File: config.mk
export PLATFORM = sky130hd
export DESIGN_NAME = carry_chain_sequencer
export DESIGN_NICKNAME = d
export VERILOG_FILES = /design/src/rtl/carry_seq_pkg.sv /design/src/rtl/carry_slice.sv /design/src/rtl/carry_chain_sequencer.sv
export SDC_FILE = /design/constraint.sdc
export NUM_CORES = 1
export LEC_CHECK = 0
export ABC_AREA = 1
export CORE_MARGIN = 5
export CORE_UTILIZATION = 39
export DETAILED_ROUTE_END_ITERATION = 10
export GPL_ROUTABILITY_DRIVEN = 0
export HOLD_SLACK_MARGIN = 0.02
export MAX_ROUTING_LAYER = met4
export PLACE_DENSITY_LB_ADDON = 0.05
export REMOVE_ABC_BUFFERS = 1
export SLEW_MARGIN = 20
export SYNTH_ARGS = -nofsm -noshare
export SYNTH_HDL_FRONTEND = slang
export SYNTH_HIERARCHICAL = 1
export SYNTH_SLANG_ARGS = --single-unit
File: constraint.sdc
create_clock -name C -period 5.84 [get_ports C]
set_input_delay 0.584 -clock C [delete_from_list [all_inputs] [get_ports C]]
set_output_delay 0.584 -clock C [all_outputs]
set_load 0.005 [all_outputs]
File: src/rtl/carry_seq_pkg.sv
// Shared definitions for the carry-chain sequencer: state encoding, pass count
// and the operand/slice width compatibility check.
package carry_seq_pkg;

  localparam logic [1:0] ST_IDLE = 2'd0;
  localparam logic [1:0] ST_RUN  = 2'd1;
  localparam logic [1:0] ST_DONE = 2'd2;

  typedef enum logic [1:0] {
    IDLE = ST_IDLE,
    RUN  = ST_RUN,
    DONE = ST_DONE
  } seq_state_e;

  function automatic int num_passes(input int data_w, input int slice_w);
    return data_w / slice_w;
  endfunction

  function automatic bit slice_cfg_ok(input int data_w, input int slice_w);
    return (slice_w >= 1) && (slice_w <= data_w) && ((data_w % slice_w) == 0);
  endfunction

endpackage

File: src/rtl/carry_slice.sv
// Combinational WIDTH-bit ripple adder slice built from per-bit propagate/generate
// carry cells; also exposes the carry into the MSB for signed-overflow detection.
module carry_slice #(
  parameter int WIDTH = 8
) (
  input  logic [WIDTH-1:0] a,
  input  logic [WIDTH-1:0] b,
  input  logic             cin,
  output logic [WIDTH-1:0] o,
  output logic             cout,
  output logic             c_msb_in
);

  logic [WIDTH:0] c;

  assign c[0] = cin;

  for (genvar i = 0; i < WIDTH; i++) begin : g_cell
    logic p;
    logic g;
    assign p      = a[i] ^ b[i];
    assign g      = a[i] & b[i];
    assign o[i]   = p ^ c[i];
    assign c[i+1] = p ? c[i] : g;
  end

  assign cout     = c[WIDTH];
  assign c_msb_in = c[WIDTH-1];

endmodule

File: src/rtl/carry_chain_sequencer.sv
// Wide add/subtract that reuses one SLICE_WIDTH ripple slice over N passes,
// LSB slice first, with the inter-pass carry held in a register.
module carry_chain_sequencer
  import carry_seq_pkg::*;
#(
  parameter int DATA_WIDTH  = 32,
  parameter int SLICE_WIDTH = 8
) (
  input  logic                  C,
  input  logic                  R,
  input  logic [DATA_WIDTH-1:0] A,
  input  logic [DATA_WIDTH-1:0] B,
  input  logic                  SUB,
  input  logic                  IN_VALID,
  output logic                  IN_READY,
  output logic [DATA_WIDTH-1:0] SUM,
  output logic                  COUT,
  output logic                  OVF,
  output logic                  OUT_VALID,
  input  logic                  OUT_READY
);

  localparam int N  = num_passes(DATA_WIDTH, SLICE_WIDTH);
  localparam int KW = (N > 1) ? $clog2(N) : 1;

  if (!slice_cfg_ok(DATA_WIDTH, SLICE_WIDTH)) begin : g_cfg_check
    $fatal(1, "DATA_WIDTH must be a positive multiple of SLICE_WIDTH");
  end

  seq_state_e            state_q, state_d;
  logic [KW-1:0]         k_q, k_d;
  logic [DATA_WIDTH-1:0] opa_q, opa_d;
  logic [DATA_WIDTH-1:0] opb_q, opb_d;
  logic                  carry_q, carry_d;
  logic [DATA_WIDTH-1:0] sum_q, sum_d;
  logic                  cout_q, cout_d;
  logic                  ovf_q, ovf_d;

  logic [DATA_WIDTH-1:0]  opa_sh;
  logic [DATA_WIDTH-1:0]  opb_sh;
  logic [SLICE_WIDTH-1:0] slice_a;
  logic [SLICE_WIDTH-1:0] slice_b;
  logic [SLICE_WIDTH-1:0] slice_o;
  logic                   slice_cout;
  logic                   slice_c_msb;

  // Select the active slice of each operand by shifting it down to bit 0.
  assign opa_sh  = opa_q >> (int'(k_q) * SLICE_WIDTH);
  assign opb_sh  = opb_q >> (int'(k_q) * SLICE_WIDTH);
  assign slice_a = opa_sh[SLICE_WIDTH-1:0];
  assign slice_b = opb_sh[SLICE_WIDTH-1:0];

  carry_slice #(
    .WIDTH(SLICE_WIDTH)
  ) u_slice (
    .a        (slice_a),
    .b        (slice_b),
    .cin      (carry_q),
    .o        (slice_o),
    .cout     (slice_cout),
    .c_msb_in (slice_c_msb)
  );

  always_comb begin
    state_d = state_q;
    k_d     = k_q;
    opa_d   = opa_q;
    opb_d   = opb_q;
    carry_d = carry_q;
    sum_d   = sum_q;
    cout_d  = cout_q;
    ovf_d   = ovf_q;
    unique case (state_q)
      IDLE: begin
        if (IN_VALID) begin
          opa_d   = A;
          opb_d   = SUB ? ~B : B;
          carry_d = SUB;
          k_d     = '0;
          sum_d   = '0;
          state_d = RUN;
        end
      end
      RUN: begin
        for (int i = 0; i < N; i++) begin
          if (k_q == KW'(i)) sum_d[i*SLICE_WIDTH +: SLICE_WIDTH] = slice_o;
        end
        carry_d = slice_cout;
        if (k_q == KW'(N - 1)) begin
          cout_d  = slice_cout;
          ovf_d   = slice_c_msb ^ slice_cout;
          state_d = DONE;
        end else begin
          k_d = k_q + 1'b1;
        end
      end
      DONE: begin
        if (OUT_READY) state_d = IDLE;
      end
      default: state_d = IDLE;
    endcase
  end

  always_ff @(posedge C or posedge R) begin
    if (R) begin
      state_q <= IDLE;
      k_q     <= '0;
      opa_q   <= '0;
      opb_q   <= '0;
      carry_q <= 1'b0;
      sum_q   <= '0;
      cout_q  <= 1'b0;
      ovf_q   <= 1'b0;
    end else begin
      state_q <= state_d;
      k_q     <= k_d;
      opa_q   <= opa_d;
      opb_q   <= opb_d;
      carry_q <= carry_d;
      sum_q   <= sum_d;
      cout_q  <= cout_d;
      ovf_q   <= ovf_d;
    end
  end

  // Result is only presented in DONE; during RUN SUM holds a partial value,
  // but OUT_VALID gates it.
  assign IN_READY  = (state_q == IDLE);
  assign OUT_VALID = (state_q == DONE);
  assign SUM       = sum_q;
  assign COUT      = cout_q;
  assign OVF       = ovf_q;

endmodule
# Yosys cells after proc, flatten, opt, wreduce, memory -nomap -nowiden
# Cells that the tools add are included.
# Widths: inputs -> output; s select.
classes:
  n_shift: 2
  addsub: 1
  n_eq_ne: 12
  n_bitwise: 26
  muxes: 24
  reduce_logical: 12
op_table:
  columns: ["operator", "n"]
  rows:
  - ["$mux 32", 2]
  - ["$pmux 32 s2", 1]
  - ["$shr 32x5->8", 2]
  - ["$mux 8", 4]
  - ["$not 32->32", 1]
  - ["$reduce_and 3->1", 6]
  - ["$xor 1x1->1", 17]
  - ["$ne 2x2->1 const B", 6]
  - ["$mux 2", 5]
  - ["$mux 1", 9]
  - ["$and 1x1->1", 8]
  - ["$eq 2x2->1 const B", 3]
  - ["$pmux 2 s3", 1]
  - ["$reduce_and 2->1", 3]
  - ["$eq 2x1->1 const B", 2]
  - ["$logic_not 2->1", 2]
  - ["$pmux 2 s2", 1]
  - ["$add 2x1->2 const B", 1]
  - ["$ne 2x1->1 const B", 1]
  - ["$pmux 1 s2", 1]
  - ["$reduce_bool 2->1", 1]
totals:
  reg_bits: 103
  inputBits: 69
  output_inout_bits: 36
  wordCells: 88

# Logic depth before layout (Yosys ltp)
depth:
  ltp_word: 12
  ltp_mapped: 18
  depth_no_buf: 16

# By module
# Netlist, hierarchy kept.
modules_own_cells:
  columns: ["mod", "area_each_um2", "cells_each", "n_inst"]
  rows:
  - ["carry_chain_sequencer", 5093.6, 644, 1]
  - ["carry_slice", 160.2, 8, 1]

# Worst setup path before layout
# No wires, ideal clock.
synth_timing:
  kind: "register to register"
  from: "register k_q[1]"
  to: "register sum_q[31] (netlist: SUM[31])"
  setup_time_ns: 0.065
  t_arrival_ns: 4.545
  slack_ns: 1.229
  stages_incl_launch_ff: 18
  required_ns: 5.775
  cell_sequence: "dfrtp_1 > buf_2 > clkinv_1 > buf_2 > o211ai_1 > nand2_1 > fa_1 > fa_1 > fa_1 > fa_1 > fa_1 > fa_1 > fa_1 > fa_1 > inv_1 > nor2_1 > nand2_1 > nand2_1"
synth_between:
  elab_chain_len: 12
  word_cells_on_any_way: 30
  classes_between: "eq/ne (2); shift (2); mux (9); bitwise (16); reduce/logical (1)"
synth_rtl:
  columns: ["element", "line_no", "rtl"]
  rows:
  - ["from (decl)", "carry_chain_sequencer.sv:31", "logic [KW-1:0] k_q, k_d;"]
  - ["from (signal assigned)", "carry_chain_sequencer.sv:116", "k_q <= k_d;"]
  - ["$shr 32x5->8 (*)", "carry_chain_sequencer.sv:49", "assign opb_sh = opb_q >> (int'(k_q) * SLICE_WIDTH);"]
  - ["named net opb_sh[0]", "carry_chain_sequencer.sv:40", "logic [DATA_WIDTH-1:0] opb_sh;"]
  - ["$and 1x1->1 or $xor 1x1->1 (tied branches)", "carry_slice.sv:22, carry_slice.sv:21", null]
  - ["$mux 1 (*) (7 in a row)", "carry_slice.sv:24", "assign c[i+1] = p ? c[i] : g;"]
  - ["named net slice_c_msb", "carry_chain_sequencer.sv:45", "logic slice_c_msb;"]
  - ["$xor 1x1->1 (*)", "carry_slice.sv:23", "assign o[i] = p ^ c[i];"]
  - ["named net slice_o[7]", "carry_chain_sequencer.sv:43", "logic [SLICE_WIDTH-1:0] slice_o;"]
  - ["$mux 8 (*)", "carry_chain_sequencer.sv:86", "if (k_q == KW'(i)) sum_d[i*SLICE_WIDTH +: SLICE_WIDTH] = slice_o;"]
  - ["$pmux 32 s2 (*)", "carry_chain_sequencer.sv:73", "unique case (state_q)"]
  - ["to (signal assigned)", "carry_chain_sequencer.sv:120", "sum_q <= sum_d;"]
  - ["to (decl)", "carry_chain_sequencer.sv:35", "logic [DATA_WIDTH-1:0] sum_q, sum_d;"]
# The timed path passes the listed nets; every way through them passes the cells marked *. The select of a mux whose other input is x is not followed.
# A chain may end at the register's enable or synchronous reset.

# Worst setup path after layout
layout_timing:
  from: "register k_q[0]"
  to: "register sum_q[31] (netlist: SUM[31])"
layout_between:
  elab_chain_len: 12
  word_cells_on_any_way: 30
  classes_between: "eq/ne (2); shift (2); mux (9); bitwise (16); reduce/logical (1)"
layout_rtl:
  columns: ["element", "line_no", "rtl"]
  rows:
  - ["$shr 32x5->8 (*)", "carry_chain_sequencer.sv:48", "assign opa_sh = opa_q >> (int'(k_q) * SLICE_WIDTH);"]
  - ["named net opa_sh[0]", "carry_chain_sequencer.sv:39", "logic [DATA_WIDTH-1:0] opa_sh;"]
  - ["$and 1x1->1 or $xor 1x1->1 (tied branches)", "carry_slice.sv:22, carry_slice.sv:21", null]
  - ["$mux 1 (*) (7 in a row)", "carry_slice.sv:24", null]
  - ["named net slice_c_msb", "carry_chain_sequencer.sv:45", null]
  - ["$xor 1x1->1 (*)", "carry_slice.sv:23", null]
  - ["named net slice_o[7]", "carry_chain_sequencer.sv:43", null]
  - ["$mux 8 (*)", "carry_chain_sequencer.sv:86", null]
  - ["$pmux 32 s2 (*)", "carry_chain_sequencer.sv:73", null]
# Marks and branches as above.

==> key figures <==
STA
  • WHS: 479 ps
  • Count of final setup violators: 0
  • Total negative slack: 0 ps
  • Final worst path period share: 83.5%
  • Worst-margin pin slew: 968 ps
  • Max Freq: 205 MHz
  • Tmin final: 4880 ps
  • Worst rel slew slack: 35.5%
  • Fin Clk Skew: 9.22 ps
  • RSZ-0062 raised after global routing: false
  • Final-report hold violation count: 0
  • Pins over their slew limit: 0

Synth
  • Post-Syn Area: 5250 um^2
  • Mapped Avg Cell Area: 8.06 um^2
  • Mapped Cells: 652
  • Post-synth cell types: 22
  • Yosys reg bits: 103
  • Synth Area in XOR/XNOR: 5.50%
  • Main combinational cell family by area after synthesis: simple AND/OR/NAND/NOR gates
  • Area share of and/or/nand/nor cells after synthesis: 30.3%
  • Yosys warns: 6
  • Adder-cell area share of the yosys netlist: 4.00%
  • Proportion of synthesized area in mux cells: 0%
  • Sequential area share after synthesis: 49.1%
  • Compound-cell area share of the yosys netlist: 3.81%

Routing
  • DRC viols: 0
  • Met2 WL post-DR: 6100 um
  • Highest routed layer: met4
  • Vias/cell: 4.82
  • Routed len/inst: 14.0 um
  • Iteration-0 DRC Markers: 312
  • Routed WL: 12800 um
  • Met1 WL: 6010 um
  • WL met3: 502 um
  • DRT Pass-1 Iters: 4
  • ANT nets after route: 0
  • DR vias: 4391

Final layout
  • Commonest non-fill, non-tap cell in the layout: nand2_1
  • Commonest cells after routing, fill and taps aside: nand2_1 (308), dfrtp_1 (103), clkdlybuf4s50_1 (103)
  • Share of post-route cells with drive strength above 1: 3.81%
  • Area occupied by multi-input gates: 2290 um^2
  • Filler cell count: 1332
  • Area growth syn-to-layout: 26.4%
  • Post-layout net count: 811
  • # diodes: 0
  • Seq. cell area: 2580 um^2

Placement
  • Number of I/O port buffers: 104
  • DP HPWL: 8950 um

Global routing
  • Gr usage total: 17.0%
  • Largest net degree at the start of global routing: 73
  • Initial antenna violation count: 0
  • Grt ovf: 0
  • Vias in the first global route: 4386
  • Global-route wire length before repair: 21800 um

Pwr
  • Pwr/cell area: 578 nW/um^2
  • Leak: 0.00340 uW
  • Total Power: 3840 uW
  • Max IR drop VDD: 0.359 mV

Critical path
  • Critical path type: reg2reg
  • Top delay family on crit path: adder cells
  • Req. time, crit path: 6120 ps
  • CP Buf/Inv Count: 2
  • Crit-path cells: inv_2, nand2_1, o211ai_1, nand2_1, fa_1, fa_1, fa_1, fa_1, fa_1, fa_1, fa_1, fa_1, inv_1, nor2_1, nand2_1, nand2_1
  • Crit Path Max Fanout: 35
  • Nature of the critical path endpoint: flop
  • CP startpoint kind: flop
  • Critical path's slowest cell: fa_1
  • Worst path max stage delay: 590 ps
  • CP Data Arrival Time: 5150 ps
  • CP most frequent cell: fa_1

Die
  • Initial Util: 39.7%
  • Io pins: 105
  • Area of the core: 13200 um^2
  • Row count: 42
  • Die ar.: 15900 um^2
  • Chip height: 126 um
  • Die W: 126 um

Clock network
  • Resized cells post-CTS: 0
  • CTS tree: built
  • Root Buffer: clkbuf_16
  • Hold_buf cts: 0
  • Post-CTS Setup Inserts: 0
  • CTS buffer count: 9
  • Clk Latency, worst-skew pair: 340 ps
  • Max Buffers Root-to-Sink: 2
  • Clock transition at path regs: 70 ps
  • Sink Count: 103
  • H-tree levels: 3

Min path
  • Hold Path Class: reg2reg

Outcome
  • Status: finished clean

Run
  • Max_cap viols: 0
-- worst reg2reg max path: stages (launching register included) --
cell	delay (ps)
dfrtp_1	390
inv_2	400
nand2_1	110
o211ai_1	110
nand2_1	120
fa_1	440
fa_1	380
fa_1	380
fa_1	390
fa_1	390
fa_1	390
fa_1	440
fa_1	590
inv_1	60
nor2_1	100
nand2_1	60
nand2_1	60
-- final cells by class --
| type | count | area share, % |
|---|---|---|
| tap | 176 | 3.32 |
| timing repair buffer | 111 | 16.4 |
| multi-input combinational | 463 | 34.5 |
| sequential | 103 | 38.8 |
| inverter | 42 | 2.41 |
| clock inverter | 4 | 0.829 |
| clock buffer | 12 | 3.71 |
-- final timing paths --
check	slack, ps	to	start	cells past startpoint
max	960	SUM[31]	k_q[0]	16
min	480	opa_q[21]	opa_q[21]	2
max reg2reg	960	SUM[31]	k_q[0]	16
min reg2reg	480	opa_q[21]	opa_q[21]	2
max in group asynchronous	4050	opb_q[14]	R	3
min in group asynchronous	670	SUM[2]	R	2
-- power by group --
group          internal (uW)  total, uW  leakage [uW]  switching (uW)
Combinational            792       2030       0.00195            1240
Sequential              1030       1200       0.00130             167
Clock                    346        612      0.000143             266
Total                   2170       3840       0.00340            1670
-- stage by stage --
stage / instances / util, % / setup slack [ps] / cell area (um^2)
2_1_floorplan: 608 / - / 734 / 5020
3_3_place_gp: 895 / 47.9 / 1080 / 6340
3_5_place_dp: 895 / 47.9 / 966 / 6340
4_1_cts: 911 / 50.2 / 943 / 6640
5_1_grt: 911 / 50.2 / 744 / 6640
6_report: 911 / 50.2 / 965 / 6640
-- routing by layer --
| metal | global-route usage [%] | up-vias |
|---|---|---|
| met5 | - | - |
| met4 | 5.24 | 0 |
| met3 | 2.62 | 10 |
| met2 | 26.2 | 90 |
| met1 | 23.4 | 2084 |
| li1 | - | 2207 |
-- cells in the mapped netlist (all sizes together) --
library cell | number | area share, %
nand3 | 41 | 4.0
clkinv | 1 | 0.071
dfrtp | 103 | 49
nor2 | 4 | 0.33
o211ai | 16 | 2.3
inv | 41 | 2.9
ha | 4 | 0.95
clkbuf | 7 | 0.60
nand2 | 309 | 22
o21ai | 16 | 1.5
xor2 | 33 | 5.5
fa | 8 | 3.0
nand4 | 32 | 3.8
buf | 37 | 3.8
-- cells by family (layout without fill, tap and decap cells) --
family / Yosys count / in the layout
and+or+nand+nor: 386 / 386
xor gates and xnor gates: 33 / 33
DFF: 103 / 103
adders and majority gates: 12 / 12
AOI/OAI and AO/OA: 32 / 32
buffers and inverters: 86 / 169
-- flip-flops by register name, indices dropped and copies added, names as in the netlist --
name	count
opb_q	32
k_q	2
state_q	2
SUM	32
OVF	1
COUT	1
carry_q	1
opa_q	32
No activity file was read; power rests on OpenSTA's default activity.
